**src/rtl/imem_program_loader.sv**
```systemverilog
// rtl/imem_program_loader.sv - boot-time byte-stream loader for instruction memory
// Streams bytes into memory from BOOT_ADDR and holds the core in reset until the image is complete.
module imem_program_loader #(
    parameter int unsigned ADDR_WIDTH = 16,
    parameter logic [31:0] BOOT_ADDR  = 32'h0
) (
    input  logic                  clk_i,
    input  logic                  reset_i,
    input  logic                  loadStart_i,
    input  logic [ADDR_WIDTH:0]   loadLength_i,
    input  logic                  bootNow_i,
    input  logic                  loadAbort_i,
    input  logic                  byteValid_i,
    input  logic [7:0]            byteData_i,
    output logic                  byteReady_o,
    output logic                  memWriteEnable_o,
    output logic [31:0]           memWriteAddress_o,
    output logic [7:0]            memWriteData_o,
    output logic                  cpuReset_o,
    output logic                  busy_o,
    output logic                  loadDone_o,
    output logic                  loadError_o,
    output logic [7:0]            checksum_o
);

    typedef enum logic [1:0] {
        S_IDLE,
        S_LOAD,
        S_DONE,
        S_RUN
    } state_t;

    localparam logic [ADDR_WIDTH:0] MAX_LEN = {1'b1, {ADDR_WIDTH{1'b0}}};
    localparam logic [ADDR_WIDTH:0] ONE     = {{ADDR_WIDTH{1'b0}}, 1'b1};

    state_t                state_q, state_d;
    logic [ADDR_WIDTH:0]   count_q, count_d;
    logic [ADDR_WIDTH:0]   len_q, len_d;
    logic                  we_q, we_d;
    logic [31:0]           addr_q, addr_d;
    logic [7:0]            data_q, data_d;
    logic                  cpu_reset_q, cpu_reset_d;
    logic                  error_q, error_d;
    logic [7:0]            checksum_q, checksum_d;
    logic                  len_legal;

    assign len_legal = (loadLength_i != '0) && (loadLength_i <= MAX_LEN);

    always_ff @(posedge clk_i or posedge reset_i) begin
        if (reset_i) begin
            state_q     <= S_IDLE;
            count_q     <= '0;
            len_q       <= '0;
            we_q        <= 1'b0;
            addr_q      <= 32'h0;
            data_q      <= 8'h0;
            cpu_reset_q <= 1'b1;
            error_q     <= 1'b0;
            checksum_q  <= 8'h0;
        end else begin
            state_q     <= state_d;
            count_q     <= count_d;
            len_q       <= len_d;
            we_q        <= we_d;
            addr_q      <= addr_d;
            data_q      <= data_d;
            cpu_reset_q <= cpu_reset_d;
            error_q     <= error_d;
            checksum_q  <= checksum_d;
        end
    end

    always_comb begin
        state_d    = state_q;
        count_d    = count_q;
        len_d      = len_q;
        we_d       = 1'b0;
        addr_d     = addr_q;
        data_d     = data_q;
        error_d    = error_q;
        checksum_d = checksum_q;

        case (state_q)
            S_IDLE, S_RUN: begin
                // loadStart has priority over bootNow; RUN ignores bootNow entirely
                if (loadStart_i) begin
                    if (len_legal) begin
                        state_d    = S_LOAD;
                        len_d      = loadLength_i;
                        count_d    = '0;
                        checksum_d = 8'h0;
                        error_d    = 1'b0;
                    end else begin
                        state_d = S_IDLE;
                        error_d = 1'b1;
                    end
                end else if (bootNow_i && state_q == S_IDLE) begin
                    state_d = S_RUN;
                end
            end
            S_LOAD: begin
                // An abort beats a same-cycle byte: that byte is neither written nor counted
                if (loadAbort_i) begin
                    state_d = S_IDLE;
                    error_d = 1'b1;
                end else if (byteValid_i) begin
                    we_d       = 1'b1;
                    addr_d     = BOOT_ADDR + 32'(count_q);
                    data_d     = byteData_i;
                    count_d    = count_q + ONE;
                    checksum_d = checksum_q + byteData_i;
                    if (count_q == len_q - ONE) begin
                        state_d = S_DONE;
                    end
                end
            end
            S_DONE: begin
                state_d = S_RUN;
            end
            default: begin
                state_d = S_IDLE;
            end
        endcase

        cpu_reset_d = (state_d != S_RUN);
    end

    assign byteReady_o       = (state_q == S_LOAD);
    assign busy_o            = (state_q == S_LOAD) || (state_q == S_DONE);
    assign loadDone_o        = (state_q == S_DONE);
    assign memWriteEnable_o  = we_q;
    assign memWriteAddress_o = addr_q;
    assign memWriteData_o    = data_q;
    assign cpuReset_o        = cpu_reset_q;
    assign loadError_o       = error_q;
    assign checksum_o        = checksum_q;

endmodule

```
**config.mk**
```make
export PLATFORM = sky130hd
export DESIGN_NAME = imem_program_loader
export DESIGN_NICKNAME = d
export VERILOG_FILES = /design/src/rtl/imem_program_loader.sv
export SDC_FILE = /design/constraint.sdc
export NUM_CORES = 1
export LEC_CHECK = 0
export ABC_AREA = 0
export CAP_MARGIN = 20
export CORE_MARGIN = 2
export CORE_UTILIZATION = 56
export DETAILED_ROUTE_END_ITERATION = 10
export PLACE_DENSITY = 0.88
export SLEW_MARGIN = 0
export SYNTH_ARGS = -nofsm -noshare
export SYNTH_HDL_FRONTEND = slang
export SYNTH_SLANG_ARGS = --single-unit
```
**constraint.sdc**
```tcl
create_clock -name clk_i -period 4.05 [get_ports clk_i]
set_clock_uncertainty 0.1 [all_clocks]
set_input_delay 0.405 -clock clk_i [delete_from_list [all_inputs] [get_ports clk_i]]
set_output_delay 0.405 -clock clk_i [all_outputs]
set_load 0.1 [all_outputs]
```
==> results.yml <==
status:
  status: "completed"
synth:
  yosysMostFrequentCell: "dfrtp_1"
  synth_top_area_share_pct: 41.9
  syn_inst: 434
  yosysWarnings: 0
  synth-edff-count: 0
  synth_area_leader_cell: "dfrtp_1"
  synth_commonest_cells: "71 x dfrtp_1, 54 x nand2_1, 33 x mux2_2"
  syn_area_per_cell_um2: 9.77
  seq_area_frac_synth_pct: 42.5
  synthTopCellsByArea: "dfrtp_1 42%, mux2_2 8.8%, nand2_1 4.8%"
  ys_async_sr_fraction_pct: 100
  ys_ff_latch: 72
  synth_top_flop_cell: "dfrtp_1"
  netlist_area_um2: 4240
  ys_types: 58
timing:
  setup_tns_ns: 0
  finalCriticalPeriod_ns: 3.10
  slew_violations: 0
  setup_viol: 0
  fin_crit_sh_pct: 76.4
  rsz0062_at_grt: "no"
  slew_headroom_pct: 33.6
  hold_ws_ns: 0.383
  fmax_mhz: 323
  tightestPinTransition_ns: 0.993
  finalHoldViolCount: 0
route:
  wire_per_inst_um: 17.4
  drc_errors: 0
  drt_pass1_iterations: 5
  vias_per_cell: 6.02
  wl_mm: 10.5
  vias: 3629
  drtIter0Drc: 316
  antenna_left: 0
power:
  p_total_mw: 4.11
  peakVddDrop_mv: 0.580
  cellPowerDensity_nw_per_um2: 791
  power.leakage_nw: 2.31
clocking:
  hold_buffers: 0
  cts_max_level: 3
  cts_tree: "done"
  cts.sinks: 72
  cts_buffer_depth: 2
  post_cts_resized: 0
  cts_buffers: 9
  clk_latency_ns: 0.35
  clkTransAtPathRegs_ns: 0.08
  postCtsSetupBuffers: 0
  cts_root_buffer: "clkbuf_8"
place:
  place_hpwl_mm: 7.37
  gp_congestion: 0.852
  place_area_um2: 4960
  io_buffers: 69
floorplan:
  ios: 85
  die_area_um2: 8280
  die_w_um: 91.0
  coreArea_um2: 7290
  start_util_pct: 58.2
  die_y_um: 91.0
  rows: 31
hold_path:
  hold_path.class: "reg2reg"
setup_path:
  cp_num_buf_inv: 2
  slowest_delay_ns: 1.21
  worstSetupPathDepth: 3
  rrSetupSlack_ns: 1.06
  start_kind: "flip-flop"
  cp_data_required_time_ns: 3.54
  worstSetupEndpoint: "busy_o"
  cpLargestDelayFamily: "buffers and inverters"
  reg2regPathDepth: 8
  cp-startpoint: "state_q[0]"
  cp_max_fo: 11
  cp_slowest_cell: "clkdlybuf4s50_1"
  r2r-end: "state_q[0]"
  crit_chain: "inv_1 -> ha_1 -> clkdlybuf4s50_1"
  worstSetupEndpointType: "output port"
  cp.arrival_ns: 2.59
  critPathKind: "reg2out"
  r2r-start: "len_q[0]"
grt:
  antenna_found_initial: 0
  grt_pass1_vias: 3503
  grt_pass1_wl_mm: 17.4
  grtUsageTotal_pct: 26.2
  grt_max_degree: 43
  overflow: 0
layout:
  final_area_um2: 5190
  antenna_cells: 0
  drive_gt1_share_pct: 13.1
  syn_to_final_growth_pct: 22.5
  fin_nets: 543
  fillers: 547
  register_area_um2: 1800
  utilization_pct: 71.2
  multi_input_area_um2: 2240
job:
  drv_cap: 0
[registers in the layout (all words and copies together), names as in the netlist]
| signal | count |
|---|---|
| memWriteData_o | 8 |
| memWriteEnable_o | 1 |
| count_q | 17 |
| len_q | 17 |
| state_q | 2 |
| checksum_o | 8 |
| memWriteAddress_o | 17 |
| loadError_o | 1 |
| cpuReset_o | 1 |
[power by group]
group / switching (mW) / internal, mW
Clock: 0.271 / 0.379
Combinational: 1.59 / 0.668
Sequential: 0.275 / 0.922
Total: 2.14 / 1.97
[cells by family (layout without fill, tap and decap cells)]
| kind of cell | after synthesis | after routing | share of synthesized area [%] |
|---|---|---|---|
| AO/OA/AOI/OAI | 80 | 80 | 12.7 |
| XOR/XNOR | 27 | 27 | 5.58 |
| adder cells (fa/ha/maj) | 13 | 13 | 4.01 |
| buffers and inverters | 50 | 106 | 5.78 |
| flip-flops | 72 | 72 | 42.5 |
| multiplexers | 40 | 40 | 10.4 |
| other | 1 | 15 | 0.0884 |
| AND/OR/NAND/NOR | 151 | 151 | 18.9 |
[stage by stage]
stage	std cells	worst slack, ns
after floorplan	448	1.09
after global placement	587	0.935
after detailed placement	587	0.843
after CTS	603	0.985
after global routing	603	0.767
final	603	0.954
[how the worst min path moves through the flow]
| stage | startpoint | to | slack, ns | cells after the start |
|---|---|---|---|---|
| global placement | memWriteData_o[4] | memWriteData_o[4] | 0.36 | 2 |
| floorplan | len_q[16] | len_q[16] | 0.40 | 1 |
| CTS | memWriteData_o[2] | memWriteData_o[2] | 0.38 | 2 |
| global route | memWriteData_o[2] | memWriteData_o[2] | 0.41 | 2 |
| finish | memWriteData_o[3] | memWriteData_o[3] | 0.38 | 2 |
| detailed placement | memWriteData_o[2] | memWriteData_o[2] | 0.37 | 2 |
[cell usage in the layout, fill, tap and decap left out, types with 3 or more instances in the layout]
cell	Yosys	routed
o21ai_0	24	24
a21o_1	3	3
and4_1	3	3
nor2_1	18	18
and3_1	5	5
mux2i_1	7	7
a21oi_1	12	12
o211ai_1	3	3
mux2_2	33	33
a21boi_0	5	5
ha_1	12	12
nand2b_1	10	10
nand3_1	12	12
clkdlybuf4s50_1	0	69
nand4_1	10	10
nor4_1	8	8
o311ai_0	3	3
xnor2_1	13	13
xor2_1	14	14
o31ai_1	12	12
conb_1	1	15
or3_1	3	3
clkbuf_8	0	11
inv_1	14	13
dfrtp_1	71	71
nand2_1	54	54
and2_1	3	3
nor3_1	8	8
buf_4	15	6
or4_1	6	6
[final cells by class]
type	instances	share of cell area [%]
Multi-Input combinational cell	326	43.2
Sequential cell	72	34.7
Timing Repair Buffer	75	14.2
Clock buffer	11	2.91
Tap cell	99	2.38
Clock inverter	5	1.52
Inverter	15	1.08
[tightest hold or removal path, delay by kind of cell (launching register included)]
| family | cells | cell delay [ns] |
|---|---|---|
| flip-flops | 1 | 0.35 |
| AND/OR/NAND/NOR | 2 | 0.11 |
[per-layer routing]
layer	share of wire (%)	global-route usage, %
met1	42	35.1
met4	1.8	9.09
met3	6.2	3.82
met5	0	0
met2	50	43.5
Power figures use the tool's default switching activity.
